**src/rtl/parity_pkg.sv**
```systemverilog
// Shared definitions for the serial parity checker: FSM encoding and default widths.
package parity_pkg;

    localparam int DATA_W_DEF = 4;
    localparam int CNT_W_DEF  = 8;

    typedef enum logic [1:0] {
        IDLE   = 2'd0,
        DATA   = 2'd1,
        PARITY = 2'd2,
        DONE   = 2'd3
    } state_e;

endpackage

```
**src/rtl/parity_sat_counter.sv**
```systemverilog
// Saturating up-counter for errored frames; a clear takes precedence over an increment.
module parity_sat_counter
    import parity_pkg::*;
#(
    parameter int CNT_W = CNT_W_DEF
) (
    input  logic             clk,
    input  logic             rst,
    input  logic             inc,
    input  logic             clr,
    output logic [CNT_W-1:0] cnt
);

    logic [CNT_W-1:0] cnt_q;
    logic [CNT_W-1:0] cnt_d;

    always_comb begin
        cnt_d = cnt_q;
        if (clr) begin
            cnt_d = '0;
        end else if (inc && (cnt_q != '1)) begin
            cnt_d = cnt_q + CNT_W'(1);
        end
    end

    always_ff @(posedge clk or posedge rst) begin
        if (rst) begin
            cnt_q <= '0;
        end else begin
            cnt_q <= cnt_d;
        end
    end

    assign cnt = cnt_q;

endmodule

```
**config.mk**
```make
export PLATFORM = sky130hd
export DESIGN_NAME = parity_sat_counter
export DESIGN_NICKNAME = d
export VERILOG_FILES = /design/src/rtl/parity_pkg.sv /design/src/rtl/parity_sat_counter.sv
export SDC_FILE = /design/constraint.sdc
export NUM_CORES = 1
export LEC_CHECK = 0
export BUFFER_PORTS_ARGS = -buffer_cell sky130_fd_sc_hd__buf_2
export CORE_AREA = 4 4 41 43
export CTS_CLUSTER_DIAMETER = 150
export DETAILED_ROUTE_END_ITERATION = 10
export DIE_AREA = 0 0 45 47
export GPL_TIMING_DRIVEN = 0
export PLACE_DENSITY_LB_ADDON = 0.2
export SETUP_SLACK_MARGIN = 0.1
export SYNTH_ARGS = -nofsm -noshare
export SYNTH_HDL_FRONTEND = slang
export SYNTH_SLANG_ARGS = --single-unit
export TNS_END_PERCENT = 1
```
**constraint.sdc**
```tcl
create_clock -name clk -period 2.21 [get_ports clk]
set_input_delay 0.3315 -clock clk [delete_from_list [all_inputs] [get_ports clk]]
set_output_delay 0.3315 -clock clk [all_outputs]
set_load 0.05 [all_outputs]
```
==> summary.txt, run 1 <==
Floorplan
  • Rows: 13
  • I/O pins: 12
  • Width of the chip: 45 um
  • Initial core utilization: 38.8%
  • Die Ht: 47 um
  • Die area: between 2000 and 2500 um^2
  • Core area: 1300 um^2

Placed design
  • Placed cell count: between 70 and 80
  • Placer Congestion: 0.768
  • I/O Buffers: 10
  • DP Wirelength: 737 um

Timing
  • Final hold vios: 0
  • RSZ-0062 raised after global routing: false
  • Tcrit/Tclk final: 74.4%
  • Setup Viol. Count Final: 0
  • Final worst clock skew: 6.03 ps
  • Max-slew violation count: 0
  • Worst-Margin Slew: 438 ps
  • Slew headroom: 70.8%
  • Peak Freq: approximately 0.6 GHz
  • Total Neg Setup Slack: 0 ps
  • Minimum clock period: about 1600 ps

Global route
  • Initial antenna violation count: 0
  • Total GRT Usage: 11.2%
  • Pin count of the biggest net entering global routing: 11
  • Vias in the first global route: 370
  • Aggregate global routing overflow: 0
  • First-pass GRT wire length: 1570 um

Critical path
  • Reg2reg setup slack: 560 ps
  • Reg2Reg Depth: 4
  • CP max stage delay: 420 ps
  • CP arrival: between 1500 and 2000 ps
  • Worst path bufs/invs: 0
  • CP startpoint kind: flip-flop
  • Endpoint type of the worst setup path: flip-flop
  • Cell family with most CP delay: flip-flops
  • Crit path max fanout: 5
  • Critical setup path kind: flip-flop to flip-flop
  • Critical-path cell list: ha_1 -> and3_1 -> a211oi_2 -> mux2_4
  • Slowest stage cell, crit path: dfrtp_1
  • Reg-to-reg endpoint: cnt[5]$_DFFE_PP0P_
  • FF-to-FF Start: cnt[0]$_DFFE_PP0P_
  • Critical Path RT: 2360 ps

Drt
  • Final wirelength: roughly 1000 um
  • Remaining DRCs: 0
  • Via count: 413
  • Detailed Routing Iterations Pass 1: 4
  • Via-per-instance ratio: 5.36
  • ANT nets after route: 0
  • Iteration-0 DRC Markers: 5
  • Wire length per cell: 12.6 um

Min path
  • Worst hold path type: input pin to async pin

Final layout
  • P&R area growth vs syn: 18.1%
  • Number of flip-flops under the largest register name: 8
  • Filler cell count: about 140
  • ANT cells: 0
  • Final Instance Count excl. Fillers: 77
  • Final nets: 69
  • Proportion of layout cells with a drive suffix above 1: 35.5%

Outcome
  • Outcome: finished, final reports clean

Synth
  • Async set-reset flop share out of synthesis: 100%
  • Cells after Synth: 49
  • Mapped Area: about 500 um^2
  • Synth area leader: dfrtp_1
  • Synth cell types: 25
  • Top-count cell post-synth: dfrtp_1
  • Mean cell area of the mapped netlist: between 10 and 15 um^2
  • Number of synthesized flops with an enable pin: 0
  • Synth top area share: 39.7%
  • Top_reg_cell synth: dfrtp_1
  • Post-synth top cells: dfrtp_1, mux2_4, nand2_1, nor2_1, nor2b_1
  • Sequential share of the synthesized area: 39.7%
  • Syn_nets: 54
  • Synth Warn #: 0
  • Top cells by area, synth: dfrtp_1, mux2_4, nor2b_1, a21oi_2, nand2_1
  • Count of state elements after synthesis: 8

Flow run
  • # Max-Cap Violations: 0

Clock network
  • Root Buffer: clkbuf_4
  • TritonCTS Sinks: 8
  • Worst-path clk slew: 50 ps
  • Inserted Clock Buffers: 3
  • Clock tree buffer depth: 2
  • Number of setup buffers added after CTS: 0
  • Hold_buf cts: 0
  • Clk_lat worst skew: 260 ps
  • Post-CTS sizing: 0
  • CTS tree: done
  • Clock H-tree levels: 1

Power and ir drop
  • Worst IR Drop VDD: 0.000285 V
  • PwrDens: between 500 and 600 nW/um^2
  • Leak pwr: 0.306 nW
[worst register-to-register path, delay by kind of cell, from the launching register on]
kind            cells  cell delay, ps
simple gates        1             260
fa+ha+maj           1             270
flops               1             420
mux                 1             320
compound gates      1             260
[cell families after synthesis]
group | after synthesis | share of synthesized area, %
AND/OR/NAND/NOR | 22 | 23.8
AO/OA/AOI/OAI | 9 | 15.6
flip-flops | 8 | 39.7
multiplexers | 5 | 13.9
buffers and inverters | 4 | 4.47
adder cells (fa/ha/maj) | 1 | 2.48
[per-stage QoR]
stage | setup WS (ps) | hold slack, ps | instance area [um^2] | util [%] | total power, mW
final | 565 | 7.13 | 596 | 45.8 | 0.307
after global routing | 482 | 25.8 | 596 | 45.8 | 0.323
after CTS | 570 | 23.9 | 596 | 45.8 | 0.314
after detailed placement | 593 | 306 | 573 | 44.0 | 0.197
after global placement | 601 | 304 | 573 | 44.0 | 0.196
after floorplan | 396 | 147 | 504 | - | 0.186
[placed cells by master, fill, tap and decap left out, drive strengths merged, types with 4 or more instances in the layout]
cell type,Yosys,routed
nor2,4,4
dfrtp,8,8
nand2,4,4
nor2b,4,4
buf,1,11
a21oi,4,4
clkbuf,1,4
mux2,4,4
[routing by layer]
metal | part of all wire (%) | track usage [%]
met5 | 0 | 0
met3 | 6.7 | 6.90
met4 | 1.4 | 5.26
met1 | 45 | 11.9
met2 | 47 | 17.8
[cell type report]
| cell class | count | area (um^2) | area share [%] |
|---|---|---|---|
| clock buffers | 3 | 22.5 | 3.78 |
| repair buffers | 10 | 50.0 | 8.40 |
| plain buffers | 2 | 15.0 | 2.52 |
| well taps | 15 | 18.8 | 3.15 |
| inverters | 2 | 7.51 | 1.26 |
| multi-input cells | 37 | 282 | 47.3 |
| flip-flops and latches | 8 | 200 | 33.6 |
[worst max-delay path by stage]
stage | slack, ps | depth (start not counted) | from | to
2_1_floorplan | 400 | 4 | cnt[0]$_DFFE_PP0P_ | cnt[5]$_DFFE_PP0P_
3_3_place_gp | 600 | 4 | cnt[0]$_DFFE_PP0P_ | cnt[5]$_DFFE_PP0P_
3_5_place_dp | 590 | 4 | cnt[0]$_DFFE_PP0P_ | cnt[5]$_DFFE_PP0P_
4_1_cts | 570 | 4 | cnt[0]$_DFFE_PP0P_ | cnt[5]$_DFFE_PP0P_
5_1_grt | 480 | 4 | cnt[0]$_DFFE_PP0P_ | cnt[5]$_DFFE_PP0P_
6_report | 560 | 4 | cnt[0]$_DFFE_PP0P_ | cnt[5]$_DFFE_PP0P_
[power by group]
part	leakage, nW	switching [mW]	total (mW)	internal, mW
clock network	0.0138	0.0513	0.114	0.0622
registers	0.110	0.00404	0.154	0.150
logic	0.182	0.0271	0.0393	0.0122
Note: power is estimated with default switching activity, not from simulation.
==> run 2, diff against run 1 <==
==> constraint.sdc (replaced) <==
create_clock -name clk -period 1.4 [get_ports clk]
set_input_delay 0.21 -clock clk [delete_from_list [all_inputs] [get_ports clk]]
set_output_delay 0.21 -clock clk [all_outputs]
set_load 0.05 [all_outputs]
==> run 2 against run 1 <==
  * The flow now finishes with violations (negative setup slack)
  * Sequential share of layout area is 2.6 points lower
  * Critical path depth stayed put
  * Via count is 0.73% lower
  * Wire length is 8.4% higher
  * Clock power is 71% higher
==> summary.txt, run 2 (synthesis results as in run 1) <==
Timing
  • Peak Freq: 0.689 GHz (+13%)
  • Max-slew violation count: 0 (unchanged)
  • Slew headroom: 73.8% (+3.0 points)
  • Hold slack: 311 ps (+304 ps)
  • RSZ-0062 raised after global routing: true
  • Final setup margin: -50.7 ps (-616 ps)
  • Final worst clock skew: 6.81 ps (+0.772 ps)
  • Tcrit/Tclk final: 104% (+29 points)
  • Setup Viol. Count Final: 2 (+2)
  • Final hold vios: 0 (unchanged)
  • Worst-Margin Slew: 393 ps (-45.1 ps)
  • Minimum clock period: 1450 ps (-194 ps)

Critical path
  • Reg2reg setup slack: -50 ps (-620 ps)
  • Endpoint type of the worst setup path: flip-flop
  • Slowest stage cell, crit path: dfrtp_2
  • CP arrival: 1600 ps (-190 ps)
  • Critical-path cell list: ha_4 -> and3_4 -> a211oi_4 -> mux2_4
  • Crit path max fanout: 5 (unchanged)
  • CP startpoint kind: flip-flop
  • Critical Path RT: 1550 ps (-810 ps)
  • CP max stage delay: 430 ps (about the same)
  • Worst path bufs/invs: 0 (unchanged)
  • Critical setup path kind: flip-flop to flip-flop
  • Cell family with most CP delay: flip-flops

Power and ir drop
  • Total power: 0.512 mW (+67%)
  • Worst IR Drop VDD: 0.000446 V (+57%)
  • PwrDens: 761 nW/um^2 (+48%)
  • Leak pwr: 0.315 nW (+3.1%)

Drt
  • Detailed Routing Iterations Pass 1: 4 (unchanged)
  • Remaining DRCs: 0 (unchanged)
  • Iteration-0 DRC Markers: 11 (+6)
  • Wire length per cell: 12.9 um (+1.8%)
  • ANT nets after route: 0 (unchanged)
  • Final wirelength: 1060 um (+8.4%)
  • Via-per-instance ratio: 5.00 (-6.8%)
  • Via count: 410 (-0.73%)

Floorplan
  • I/O pins: 12 (unchanged)
  • Die area: 2120 um^2 (unchanged)
  • Die Ht: 47 um (unchanged)
  • Rows: 13 (unchanged)
  • Initial core utilization: 38.8% (unchanged)
  • Core area: 1300 um^2 (unchanged)
  • Width of the chip: 45 um (unchanged)

Outcome
  • Outcome: finished, violations left
  • Failing checks: negative setup slack

Final layout
  • Final nets: 73 (+5.8%)
  • Proportion of layout cells with a drive suffix above 1: 50.7% (+15 points)
  • Final Instance Count excl. Fillers: 82 (+6.5%)
  • Commonest non-fill, non-tap cell in the layout: buf_2
  • ANT cells: 0 (unchanged)
  • P&R area growth vs syn: 33.5%
  • Number of flip-flops under the largest register name: 8 (unchanged)
  • Commonest cells after routing, fill and taps aside: buf_2, dfrtp_2
  • Filler cell count: 125 (-8.1%)

Global route
  • Vias in the first global route: 360 (-2.7%)
  • Initial antenna violation count: 0 (unchanged)
  • Pin count of the biggest net entering global routing: 11 (unchanged)
  • Total GRT Usage: 11.9% (+0.70 points)
  • First-pass GRT wire length: 1730 um (+10%)
  • Aggregate global routing overflow: 0 (unchanged)

Placed design
  • Placer Congestion: 0.813 (+5.9%)
  • DP Wirelength: 761 um (+3.3%)
  • Placed cell count: 74 (unchanged)
  • I/O Buffers: 10 (unchanged)

Clock network
  • Worst-path clk slew: 60 ps (about the same)
  • Clock H-tree levels: 1 (unchanged)
  • CTS tree: done
  • Inserted Clock Buffers: 3 (unchanged)
  • Clk_lat worst skew: 260 ps (about the same)
  • Clock tree buffer depth: 2 (unchanged)
  • Root Buffer: clkbuf_4
  • TritonCTS Sinks: 8 (unchanged)

Flow run
  • # Max-Cap Violations: 0 (unchanged)

Min path
  • Worst hold path type: input pin to flip-flop
run 2: layout make-up:
class                      instances  area (um^2)  share of cell area, %
buffer                             2         15.0                   2.23
clock buffer                       4         26.3                   3.90
inverter                           2         7.51                   1.12
multi-input combinational         37          314                   46.7
sequential                         8          209                   31.0
tap                               15         18.8                   2.79
timing repair buffer              14         82.6                   12.3
run 2: path summary, 6_finish.rpt:
kind,from,endpoint,depth (start not counted)
worst max register to register,cnt[0]$_DFFE_PP0P_,cnt[5]$_DFFE_PP0P_,4
max in group asynchronous,rst,cnt[1]$_DFFE_PP0P_,3
worst max-delay path,cnt[0]$_DFFE_PP0P_,cnt[5]$_DFFE_PP0P_,4
worst min register to register,cnt[1]$_DFFE_PP0P_,cnt[1]$_DFFE_PP0P_,2
worst min-delay path,inc,cnt[2]$_DFFE_PP0P_,3
min in group asynchronous,rst,cnt[0]$_DFFE_PP0P_,3
run 2: per-layer routing:
layer / routed length (um) / vias to the layer above / GRT usage (%)
li1: - / 212 / -
met1: 524 / 181 / 15.7
met2: 445 / 13 / 16.4
met3: 77 / 4 / 5.75
met4: 8 / 0 / 5.26
met5: 0 / - / 0
run 2: what timing repair did:
action,4_1_cts,5_1_grt
hold buffers,1,0
pin swaps,1,2
gates resized for setup,0,2
setup endpoints to repair,5,5
buffers inserted,1,2
endpoints found under the hold margin,8,0
run 2: worst min-delay path: cells and delay by family:
| family | cells | cell delay [ps] |
|---|---|---|
| AOI/OAI and AO/OA | 1 | 140 |
| and+or+nand+nor | 1 | 50 |
| buffers and inverters | 1 | 130 |
run 2: stage by stage:
| step | util [%] | setup TNS [ps] | area [um^2] | worst slack, ps |
|---|---|---|---|---|
| 6_report | 51.7 | -84.9 | 673 | -50.7 |
| 5_1_grt | 51.7 | -192 | 673 | -98.7 |
| 4_1_cts | 49.4 | -93.2 | 643 | -64.8 |
| 3_5_place_dp | 46.1 | -102 | 599 | -66.6 |
| 3_3_place_gp | 46.1 | -75.7 | 599 | -41.5 |
| 2_1_floorplan | - | -416 | 531 | -151 |
run 2: power by group:
| part | switching (mW) | total [mW] | leakage, nW | internal (mW) |
|---|---|---|---|---|
| registers | 0.00818 | 0.246 | 0.0990 | 0.238 |
| clock network | 0.0855 | 0.195 | 0.0150 | 0.109 |
| logic | 0.0447 | 0.0710 | 0.201 | 0.0264 |
